File: src/rtl/gpu_sd_write_buffer.sv
// Write buffer between the rasterizer SDRAM write master and the SDRAM controller
// Avalon-MM slave. It captures writes, applies the front/back buffer offset, and replays them in order.
module gpu_sd_write_buffer #(
  parameter int                 DEPTH     = 16,
  parameter int                 ADDR_W    = 22,
  parameter int                 DATA_W    = 32,
  parameter logic [ADDR_W-1:0]  FB_OFFSET = 22'h025800,
  parameter int                 AF_LEVEL  = 12
) (
  input  logic                     clk,
  input  logic                     reset,
  input  logic                     SD_write,
  input  logic [ADDR_W-1:0]        SD_address,
  input  logic [DATA_W-1:0]        SD_wdata,
  output logic                     SD_waitrequest,
  input  logic                     buf_sel,
  output logic                     avm_write,
  output logic [ADDR_W-1:0]        avm_address,
  output logic [DATA_W-1:0]        avm_writedata,
  input  logic                     avm_waitrequest,
  output logic [$clog2(DEPTH):0]   level,
  output logic                     almost_full,
  output logic [15:0]              write_count,
  output logic                     idle
);

  localparam int PTR_W = $clog2(DEPTH);
  localparam int LVL_W = PTR_W + 1;

  // Address arithmetic is deliberately modulo 2^ADDR_W.
  function automatic logic [ADDR_W-1:0] fb_addr(input logic [ADDR_W-1:0] addr,
                                                input logic             sel);
    fb_addr = addr + (sel ? FB_OFFSET : '0);
  endfunction

  logic [ADDR_W-1:0] addr_mem [DEPTH];
  logic [DATA_W-1:0] data_mem [DEPTH];
  logic [PTR_W-1:0]  wr_ptr;
  logic [PTR_W-1:0]  rd_ptr;
  logic              push;
  logic              pop;
  logic [LVL_W-1:0]  level_nxt;

  // The registered stall bit gates the push, so there is no path from SD_write to SD_waitrequest.
  assign push      = SD_write && !SD_waitrequest;
  assign avm_write = (level != '0);
  assign pop       = avm_write && !avm_waitrequest;

  always_comb begin
    level_nxt = level + LVL_W'(push) - LVL_W'(pop);
  end

  assign avm_address   = avm_write ? addr_mem[rd_ptr] : '0;
  assign avm_writedata = avm_write ? data_mem[rd_ptr] : '0;

  always_ff @(posedge clk) begin
    if (push) begin
      addr_mem[wr_ptr] <= fb_addr(SD_address, buf_sel);
      data_mem[wr_ptr] <= SD_wdata;
    end
  end

  // Status outputs are registered from the next-state level so they match the post-edge occupancy.
  always_ff @(posedge clk or negedge reset) begin
    if (!reset) begin
      wr_ptr         <= '0;
      rd_ptr         <= '0;
      level          <= '0;
      write_count    <= '0;
      SD_waitrequest <= 1'b0;
      almost_full    <= 1'b0;
      idle           <= 1'b1;
    end else begin
      if (push) wr_ptr <= wr_ptr + PTR_W'(1);
      if (pop) begin
        rd_ptr      <= rd_ptr + PTR_W'(1);
        write_count <= write_count + 16'd1;
      end
      level          <= level_nxt;
      SD_waitrequest <= (level_nxt == LVL_W'(DEPTH));
      almost_full    <= (level_nxt >= LVL_W'(AF_LEVEL));
      idle           <= (level_nxt == '0);
    end
  end

endmodule

File: config.mk
export PLATFORM = sky130hd
export DESIGN_NAME = gpu_sd_write_buffer
export DESIGN_NICKNAME = d
export VERILOG_FILES = /design/src/rtl/gpu_sd_write_buffer.sv
export SDC_FILE = /design/constraint.sdc
export NUM_CORES = 1
export LEC_CHECK = 0
export CORE_MARGIN = 3
export CORE_UTILIZATION = 58
export CTS_BUF_LIST = sky130_fd_sc_hd__clkbuf_8
export DETAILED_ROUTE_END_ITERATION = 6
export GPL_TIMING_DRIVEN = 0
export MAX_ROUTING_LAYER = met4
export PLACE_DENSITY = 0.84
export SLEW_MARGIN = 20
export SYNTH_ARGS = -nofsm -noshare
export SYNTH_HDL_FRONTEND = slang
export SYNTH_SLANG_ARGS = --single-unit
File: constraint.sdc
create_clock -name clk -period 4.1 [get_ports clk]
set_clock_uncertainty 0.05 [all_clocks]
set_input_delay 0.82 -clock clk [delete_from_list [all_inputs] [get_ports clk]]
set_output_delay 0.82 -clock clk [all_outputs]
set_load 0.01 [all_outputs]
# After elaboration in Yosys (flattened, before gate mapping)
# Memories as Yosys holds them, arrays and structs flattened.
# Cells that the tools add are included.
# word_totals
regBits	32
mem_bits_rw	864
out_inout_bits	79
wordCells	28
n_memories	2
# classes
add_sub_neg	6
n_lt_le_gt_ge	1
eq_ne	1
muxes	5
reduce_logical	6
# mem_list
name	depth	width	rd	rd_clocked_by_memory_dff	write_ports	line	text
data_mem	16	32	1	0	1	37	logic [DATA_W-1:0] data_mem [DEPTH];
addr_mem	16	22	1	0	1	36	logic [ADDR_W-1:0] addr_mem [DEPTH];
# op_table
op	n
two-way mux 32 bit	1
adder 22 x 18 -> 22 bit	1
two-way mux 22 bit	1
two-way mux 18 bit	1
adder 16 x 1 -> 16 bit, second input constant	1
adder 4 x 1 -> 4 bit, second input constant	2
adder 5 x 1 -> 5 bit	1
== test 5 bit, second input constant	1
>= comparator 5 x 4 -> 1 bit, second input constant	1
zero test 5 bit	1
nonzero test 5 bit	1
subtractor 5 x 1 -> 5 bit	1
logical AND 1 bit	2
zero test 1 bit	2
two-way mux 1 bit	2

# Logic depth before layout (Yosys ltp)
# depth
depth_word	5
mapped_depth	13

# Worst setup path after synthesis
# Ideal clock, no wire load.
# synth_path
kind	input to register
startpoint	input port SD_write
endpoint	memory addr_mem[10][0] (enable)
setup_ps	417
t_arrival_ps	2858
t_required_ps	3633
slack_ps	775
stages	5
cell_sequence	nor2b_1 -> clkbuf_1 -> inv_1 -> nor3b_1 -> and2_1
# synth_via
elab_chain_cells	3
# synth_rtl
element	line	text
start: declaration	12	input logic SD_write,
logical AND 1 bit	45	assign push = SD_write && !SD_waitrequest;
two-way mux 1 bit	57	if (push) begin
two-way mux 1 bit (implied by the code)	58	addr_mem[wr_ptr] <= fb_addr(SD_address, buf_sel);
end: declaration	36	
# No other way between the ends.

# Worst setup path after layout
# layout_path
startpoint	register level[2]
endpoint	output port avm_address[9]
# layout_via
elab_chain_cells	2
# layout_rtl
element	line	text
start: declaration	21	output logic [$clog2(DEPTH):0] level,
start signal: assignment	79	level <= level_nxt;
nonzero test 5 bit	46	assign avm_write = (level != '0);
two-way mux 22 bit	53	assign avm_address = avm_write ? addr_mem[rd_ptr] : '0;
end: declaration	18	output logic [ADDR_W-1:0] avm_address,
# No other way between the ends.

==> metrics.yaml <==
grt_pass1_wl_um: 119500
path_delay_family: "buffers and inverters"
synthesis.nets: 1759
synth.area.top_cells: "edfxtp_1 (75%), mux4_2 (11%), mux2i_1 (3.1%), dfrtp_1 (2.2%), a22oi_1 (2.1%)"
fin_setup_tns_ns: 0
path_max_fanout: 7
drtIter0Drc: 2367
cts_buffers: 135
pwr-share-seq_pct: 40.4
pre_cts_ws_ns: -0.3186
status: "complete, but fails checks"
drv_cap: 0
slew_headroom_pct: 29.07
dr.pass1.iters: 7
io_buffers: 137
yosysTopAreaCell: "edfxtp_1"
area_growth_pct: 16.15
grt_pass1_vias: 18897
wl_per_cell_um: 28.59
dieWidth_um: 250.9
crit_chain: "inv_2 > ha_1 > nor4b_4 > buf_4 > nor2_2 > clkbuf_8 > buf_4 > a22oi_2 > o211ai_1 > clkdlybuf4s15_1"
cp.buffers_inverters: 5
reg2reg_slack_ns: 0.23
yosysUniqueCellTypes: 46
ant_nets: 0
p_leak_nw: 13.56
fin_nets: 2062
synthCells: 1682
routed_wirelength_um: 81760
min_path_type: "input port to asynchronous set/reset pin"
clock_latency_ns: 0.78
crit_arrival_ns: 3.12
yosysWarningCount: 0
antenna_found_initial: 5
path_class: "flop to output pin"
drive_gt1_share_pct: 25.12
crit_required_ns: 3.23
die_area_mm2: 0.06295
remaining_drc_errors: 1
fillers: 3414
place.gp.congestion: 0.8006
ctsHtreeMaxLevel: 4
swShare_pct: 33.82
grt_usage_pct: 27.03
timing_worst_slew_pin_value_ns: 1.056
grt_max_degree: 35
setup_slack_ns: 0.1055
pin_count: 138
min_period_over_period_pct: 97.43
via_count: 18406
placed_area_mm2: 0.03760
cts_tree: "built"
ys_ff_latch: 896
dpl.hpwl_um: 48750
synth_top_area_share_pct: 74.58
ff_latch_area_mm2: 0.02675
violations: "design-rule violations"
fin_crit_ns: 3.995
gr-total-overflow: 0
rsz0062_at_grt: "yes"
setup_viol: 0
multiInputGateArea_mm2: 0.007755
synth_edf_count: 864
whs_ns: 0.4070
root_buffer: "clkbuf_8"
comb_power_share_pct: 36.5
initial_core_util_pct: 58.83
fin_cells: 2860
p_per_area_mw_per_mm2: 703.5
startpoint_type: "flop"
coreArea_mm2: 0.05913
clock-sinks: 896
cp_common_cell: "buf_4"
p_total_mw: 28.43
clkPwrFrac_pct: 23.0
finish.utilization_pct: 68.33
postSynthAreaPerCell_um2: 20.68
syn-cell-area_mm2: 0.03479
clk_pin_slew_ns: 0.06
internal-power_mw: 18.81
numPlacedInstances: 2610
hold_violations: 0
stdcell_area_mm2: 0.04041
die_y_um: 250.9
synthArstFlopShare_pct: 3.571
p_sw_mw: 9.614
end_kind: "output pin"
slew_violations: 0
yosys_most_used_dff: "edfxtp_1"
max-vdd-ir-drop_uv: 388.2
fmax_ghz: 0.2503
clockBufferDepth: 3
rows: 89
yosysSeqAreaShare_pct: 76.89
slowest_stage: "nor4b_4"
drt-vias-per-instance: 6.436
cp_slowest_stage_delay_ns: 0.43
cells in the mapped netlist, drive strengths merged (16+ instances only):
| cell | instances |
|---|---|
| and2 | 17 |
| clkbuf | 49 |
| mux2i | 106 |
| a22oi | 106 |
| inv | 18 |
| nand2 | 66 |
| buf | 41 |
| xnor2 | 24 |
| edfxtp | 864 |
| mux4 | 163 |
| ha | 16 |
| dfrtp | 31 |
| nand3 | 59 |
| o211ai | 54 |
cell families (layout without fill, tap and decap cells):
| kind of cell | count (synthesis) | after routing | share of synthesized area (%) |
|---|---|---|---|
| simple gates | 177 | 177 | 2.529 |
| fa+ha+maj | 18 | 18 | 0.6906 |
| other cells | 0 | 5 | 0 |
| buf+inv | 108 | 508 | 1.399 |
| mux | 273 | 273 | 13.73 |
| flops | 896 | 896 | 76.89 |
| xor+xnor | 32 | 32 | 0.8057 |
| compound gates | 178 | 178 | 3.956 |
state kept, by name (all words and copies together), names as in the netlist:
register        cells
data_mem          512
addr_mem          352
write_count        16
level               5
rd_ptr              4
wr_ptr              4
SD_waitrequest      1
almost_full         1
idle                1
path summary, 6_finish.rpt:
kind / from / end / depth (start not counted)
hold reg to reg: write_count[15] / write_count[15] / 1
hold / removal: reset / level[3] / 2
max in group asynchronous: reset / write_count[7] / 3
setup reg to reg: level[2] / almost_full / 14
setup / recovery: level[2] / avm_address[9] / 10
min in group clk: write_count[15] / write_count[15] / 1
what timing repair did:
| action | 4_1_cts | 5_1_grt |
|---|---|---|
| hold endpoints to repair | 7 | 0 |
| gates cloned | 1 | 0 |
| setup buffers | 8 | 3 |
| setup endpoints to repair | 54 | 48 |
| gates resized for setup | 210 | 34 |
| pin swaps | 7 | 6 |
| hold buffers | 1 | 0 |
cells in the final DEF, fill, tap and decap left out, types with 31 or more instances in the layout:
cell type and count:
a22oi_1 81, dfrtp_1 31, buf_4 31, clkbuf_2 33, clkdlybuf4s50_1 82, inv_1 60
mux4_2 163, o211ai_1 54, edfxtp_1 864, nand2_1 66, clkbuf_8 146, nand3_1 59
mux2i_1 106
routing by layer:
layer  wire (µm)  GRT usage (%)
met4        2250          10.44
met3        7651          5.204
met5           0              -
met2       41870          43.49
met1       29990          34.83
area by class of cell:
type | count | share of cell area [%]
flip-flops and latches | 896 | 66.20
clock inverters | 93 | 1.071
plain buffers | 88 | 1.610
repair buffers | 168 | 4.533
inverters | 18 | 0.1672
clock buffers | 141 | 4.803
diodes | 5 | 0.03097
multi-input cells | 678 | 19.19
well taps | 773 | 2.394
power by group through the flow:
stage	Clock, mW	Sequential (mW)	Combinational [mW]
finish	6.55	11.5	10.4
global route	7.03	11.6	11.0
CTS	6.60	11.5	10.3
detailed placement	0	11.6	10.3
global placement	0	11.7	9.80
floorplan	0	11.6	5.98
(Power assumes the default switching activity.)
